### src/rtl/regfile_pkg.sv
// Shared definitions for the multi-port register file: clear-FSM state
// encodings and the depth helper used to size the storage array.
package regfile_pkg;

  localparam logic [0:0] ST_IDLE  = 1'b0;
  localparam logic [0:0] ST_CLEAR = 1'b1;

  function automatic int rf_depth(input int addr_w);
    return 1 << addr_w;
  endfunction

endpackage

### src/rtl/regfile_clear_fsm.sv
// Sequential clear engine: sweeps every entry to zero after reset or on
// request, exposing one write strobe/address and a registered busy flag.
module regfile_clear_fsm
  import regfile_pkg::*;
#(
  parameter int ADDR_W = 5
) (
  input  logic              clk,
  input  logic              reset,
  input  logic              clear_req,
  output logic              busy,
  output logic              clr_we,
  output logic [ADDR_W-1:0] clr_addr
);

  localparam logic [ADDR_W-1:0] LAST = ADDR_W'(rf_depth(ADDR_W) - 1);

  logic [0:0]        state;
  logic [ADDR_W-1:0] cnt;

  // Reset always restarts the sweep from entry 0, even mid-sweep.
  always_ff @(posedge clk) begin
    if (reset) begin
      state <= ST_CLEAR;
      cnt   <= '0;
      busy  <= 1'b1;
    end else begin
      case (state)
        ST_IDLE: begin
          if (clear_req) begin
            state <= ST_CLEAR;
            cnt   <= '0;
            busy  <= 1'b1;
          end
        end
        default: begin
          cnt <= cnt + 1'b1;
          if (cnt == LAST) begin
            state <= ST_IDLE;
            busy  <= 1'b0;
          end
        end
      endcase
    end
  end

  // No entry is touched while reset is held.
  assign clr_we   = (state == ST_CLEAR) && !reset;
  assign clr_addr = cnt;

endmodule

### src/rtl/register_file_mp.sv
// Parametrised multi-port register file for the decode stage: N combinational
// read ports, up to two write ports, hardwired zero entry, optional bypass.
module register_file_mp
  import regfile_pkg::*;
#(
  parameter int DATA_W   = 32,
  parameter int ADDR_W   = 5,
  parameter int NUM_RD   = 2,
  parameter int NUM_WR   = 1,
  parameter int ZERO_REG = 1,
  parameter int BYPASS   = 1
) (
  input  logic                     clk,
  input  logic                     reset,
  input  logic [NUM_WR-1:0]        we,
  input  logic [NUM_WR*ADDR_W-1:0] wa,
  input  logic [NUM_WR*DATA_W-1:0] wd,
  input  logic [NUM_RD*ADDR_W-1:0] ra,
  output logic [NUM_RD*DATA_W-1:0] rd,
  input  logic                     clear_req,
  output logic                     busy
);

  localparam int DEPTH = rf_depth(ADDR_W);

  logic [DATA_W-1:0] mem [DEPTH];
  logic              clr_we;
  logic [ADDR_W-1:0] clr_addr;
  logic              wr_ok;
  logic [NUM_WR-1:0] wr_en;

  regfile_clear_fsm #(
    .ADDR_W(ADDR_W)
  ) u_clear (
    .clk      (clk),
    .reset    (reset),
    .clear_req(clear_req),
    .busy     (busy),
    .clr_we   (clr_we),
    .clr_addr (clr_addr)
  );

  // User writes are dropped (not queued) during a sweep or while in reset.
  assign wr_ok = !busy && !reset;

  always_comb begin
    wr_en = '0;
    for (int i = 0; i < NUM_WR; i++) begin
      wr_en[i] = wr_ok && we[i] &&
                 !((ZERO_REG != 0) && (wa[i*ADDR_W +: ADDR_W] == '0));
    end
  end

  // Later loop iterations override earlier ones: the higher-index port wins.
  always_ff @(posedge clk) begin
    if (clr_we) begin
      mem[clr_addr] <= '0;
    end else begin
      for (int i = 0; i < NUM_WR; i++) begin
        if (wr_en[i]) begin
          mem[wa[i*ADDR_W +: ADDR_W]] <= wd[i*DATA_W +: DATA_W];
        end
      end
    end
  end

  for (genvar r = 0; r < NUM_RD; r++) begin : g_rd
    logic [ADDR_W-1:0] a;
    logic [DATA_W-1:0] v;

    assign a = ra[r*ADDR_W +: ADDR_W];

    always_comb begin
      v = mem[a];
      if (BYPASS != 0) begin
        for (int w = 0; w < NUM_WR; w++) begin
          if (wr_en[w] && (wa[w*ADDR_W +: ADDR_W] == a)) begin
            v = wd[w*DATA_W +: DATA_W];
          end
        end
      end
      if (busy || ((ZERO_REG != 0) && (a == '0))) begin
        v = '0;
      end
    end

    assign rd[r*DATA_W +: DATA_W] = v;
  end

endmodule

### config.mk
export PLATFORM = sky130hd
export DESIGN_NAME = register_file_mp
export DESIGN_NICKNAME = d
export VERILOG_FILES = /design/src/rtl/regfile_pkg.sv /design/src/rtl/regfile_clear_fsm.sv /design/src/rtl/register_file_mp.sv
export SDC_FILE = /design/constraint.sdc
export NUM_CORES = 1
export LEC_CHECK = 0
export CORE_MARGIN = 2
export CORE_UTILIZATION = 35
export DETAILED_ROUTE_END_ITERATION = 8
export SETUP_SLACK_MARGIN = 0.5
export SYNTH_ARGS = -nofsm -noshare
export SYNTH_HDL_FRONTEND = slang
export SYNTH_SLANG_ARGS = --single-unit
### constraint.sdc
create_clock -name clk -period 4.94 [get_ports clk]
set_input_delay 1.235 -clock clk [delete_from_list [all_inputs] [get_ports clk]]
set_output_delay 1.235 -clock clk [all_outputs]
set_load 0.02 [all_outputs]
==> reports/results.ini <==
[run_status]
run_status = finished clean

[final_layout]
nets = 3230
final_common_cell = edfxtp_1
final_cell_mix = edfxtp_1, mux4_2, buf_4
syn2layout_area_growth_pct = 28.9
drive_above_1_share = 0.444
final_area_mm2 = 0.0628

[worst_setup_path]
ff2ff_setup_slack_ns = 1.67
cp_slowest_cell = o21bai_1
cp_cell_sequence = buf_16 -> bufbuf_16 -> buf_4 -> mux2i_1 -> a221oi_2 -> o21bai_1 -> buf_4 -> a21oi_2 -> a311o_1 -> buf_6
cpPeakStageDelay_ns = 0.38
r2r_end = mem[8][18]
cp.required_ns = 3.70
reg2reg_from = u_clear.busy
worst_ep_arrival_time_ns = 3.35
worst-setup-path-type = in2out
endpoint_kind = output port
start_kind = primary input
r2r_cells = 8
crit_fanout = 8
crit_top_cell = buf_4

[grt]
track_usage = 0.240
grt_pass1_wl_mm = 242
grt_overflow = 0
antenna_found_initial = 10
grt_pass1_vias = 32700
grt_max_degree = 62

[clock_network]
htreeDepth = 3
clkSinkCount = 1031
path_clk_slew_ns = 0.06
cts_root_buf = clkbuf_16
clockBufferDepth = 3
cts_inserted_buffers = 105
insertion_delay_ns = 0.73
tritoncts = built

[synthesis]
synth_ff_type = edfxtp_1
ys_types = 43
async_flop_share = 0
ys_seq_area_frac = 0.634
syn-instance-count = 2643
syn_avg_cell_area_um2 = 18.4
syn-num-nets = 2696
ys_seq_elements = 1031
yosysWarnings = 0
synth_edf_count = 1024
netlist_area_mm2 = 0.0487

[timing]
setup_ws_ns = 0.357
tightest_slew_ns = 0.973
fmax_ghz = 0.218
finalSetupViolations = 0
finalHoldViolCount = 0
grt_setup_unrepaired = yes
finalCriticalPeriod_ns = 4.58
drv_slew = 0
finalCritPeriodShare = 0.928
finalClockSkew_ns = 0.0351
slew_headroom = 0.349

[hold_path]
holdPathEnd = u_clear.clr_addr[2]
min-delay-start = u_clear.clr_addr[2]
hp-class = reg2reg
min_path_cells = 2

[floorplan]
io_pins = 116
fp.dieW_um = 377
die_area_mm2 = 0.142
start_util = 0.353
core_mm2 = 0.138
rows = 136
die_h_um = 377

[power]
power_density_mw_per_mm2 = 309
leakagePower_nw = 22.4
fin_total_pwr_w = 0.0194
max-vdd-ir-drop_uv = 303

[routing]
via_per_inst = 6.32
wire_per_inst_um = 34.4
drtIter0Drc = 4199
vias = 31900
finalWirelength_mm = 174
ant_nets = 0
drc_errors = 0
dr.pass1.iters = 5

[place]
gp_congestion = 0.913
place_hpwl_mm = 110
port_buffers = 115
dp_slack_ns = -0.468
placed_area_mm2 = 0.0564

[run]
drv_cap = 0

==> worst max path at each step <==
stage / from / endpoint / depth (start not counted)
floorplan: reset / mem[20][0] / 6
global placement: we / rd[26] / 8
detailed placement: we / rd[31] / 8
CTS: ra[0] / rd[2] / 10
global route: ra[0] / rd[2] / 10
finish: ra[0] / rd[2] / 10
==> what timing repair did <==
action,CTS,global route
setup endpoints to repair,64,64
buffers inserted,47,29
pin swaps,92,35
gates cloned,20,6
hold buffers,0,0
gates resized for setup,562,86
==> worst max-delay path, delay by kind of cell <==
family | cells | cell delay, ns
multiplexers | 1 | 0.27
AO/OA/AOI/OAI | 4 | 0.85
buffers and inverters | 5 | 0.96
==> cell type report <==
| type | count | area, um2 |
|---|---|---|
| fillers | 11700 | 75100 |
| well taps | 1794 | 2240 |
| flip-flops and latches | 1031 | 30900 |
| multi-input cells | 1374 | 18100 |
| repair buffers | 656 | 8010 |
| inverters | 9 | 33.8 |
| diodes | 3 | 7.51 |
| clock inverters | 66 | 728 |
| clock buffers | 125 | 2700 |
==> cells in the mapped netlist, types with 2 or more instances <==
library cell / number / share of area
a21oi_1: 73 / 0.0075
a21oi_2: 60 / 0.011
a221oi_1: 128 / 0.023
a22oi_1: 192 / 0.030
a311o_1: 64 / 0.013
a31oi_1: 3 / 0.00039
a32oi_1: 2 / 0.00036
and2_1: 34 / 0.0044
buf_1: 13 / 0.0010
buf_2: 68 / 0.0070
buf_6: 6 / 0.0014
clkbuf_1: 141 / 0.011
dfxtp_1: 7 / 0.0029
edfxtp_1: 1024 / 0.63
ha_1: 2 / 0.00051
inv_1: 9 / 0.00069
mux2_2: 2 / 0.00046
mux2i_1: 258 / 0.053
mux4_2: 384 / 0.18
nand2_1: 6 / 0.00046
nand2b_1: 3 / 0.00039
nand3_1: 3 / 0.00031
nand3b_1: 2 / 0.00031
nor2_1: 39 / 0.0030
nor2b_1: 5 / 0.00064
nor3_1: 14 / 0.0014
nor3b_1: 3 / 0.00046
nor4_1: 3 / 0.00039
nor4b_1: 2 / 0.00036
o21ai_0: 4 / 0.00041
o21bai_1: 64 / 0.0099
o311ai_4: 2 / 0.0011
o31ai_4: 2 / 0.00087
or2_2: 3 / 0.00039
xnor2_1: 10 / 0.0018
==> registers in the layout (all words and copies together), names as in the netlist <==
name,cells
u_clear.clr_addr,5
mem,1024
u_clear.state,1
u_clear.busy,1
==> power breakdown <==
part	internal [W]	switching, W	total (W)
sequential	0.00952	0.0000212	0.00954
clock	0.00455	0.00347	0.00802
combinational	0.000842	0.000960	0.00180
==> layer usage <==
layer	track usage	routed length [um]	vias up
met5	0	46	-
met4	0.105	8110	8
met3	0.0640	20100	451
met2	0.380	81700	2065
met1	0.310	64000	16800
li1	-	-	12600
==> through the flow <==
stage                     std cells  TNS, ns  hold WS (ns)  utilization
after global placement         4762   -24.87         0.553        0.409
final                          5058        0         0.602        0.455
after floorplan                2643  -115.10         0.553            -
after global routing           5057        0         0.629        0.455
after detailed placement       4762   -25.00         0.585        0.409
after CTS                      5020        0         0.597        0.450
==> cell families after synthesis <==
kind of cell,after synthesis,share of synthesized area
mux,644,0.231
buf+inv,238,0.0211
xor+xnor,10,0.00180
flops,1031,0.634
fa+ha+maj,2,0.000514
simple gates,119,0.0128
compound gates,599,0.0982
No activity file was read; power rests on OpenSTA's default activity.
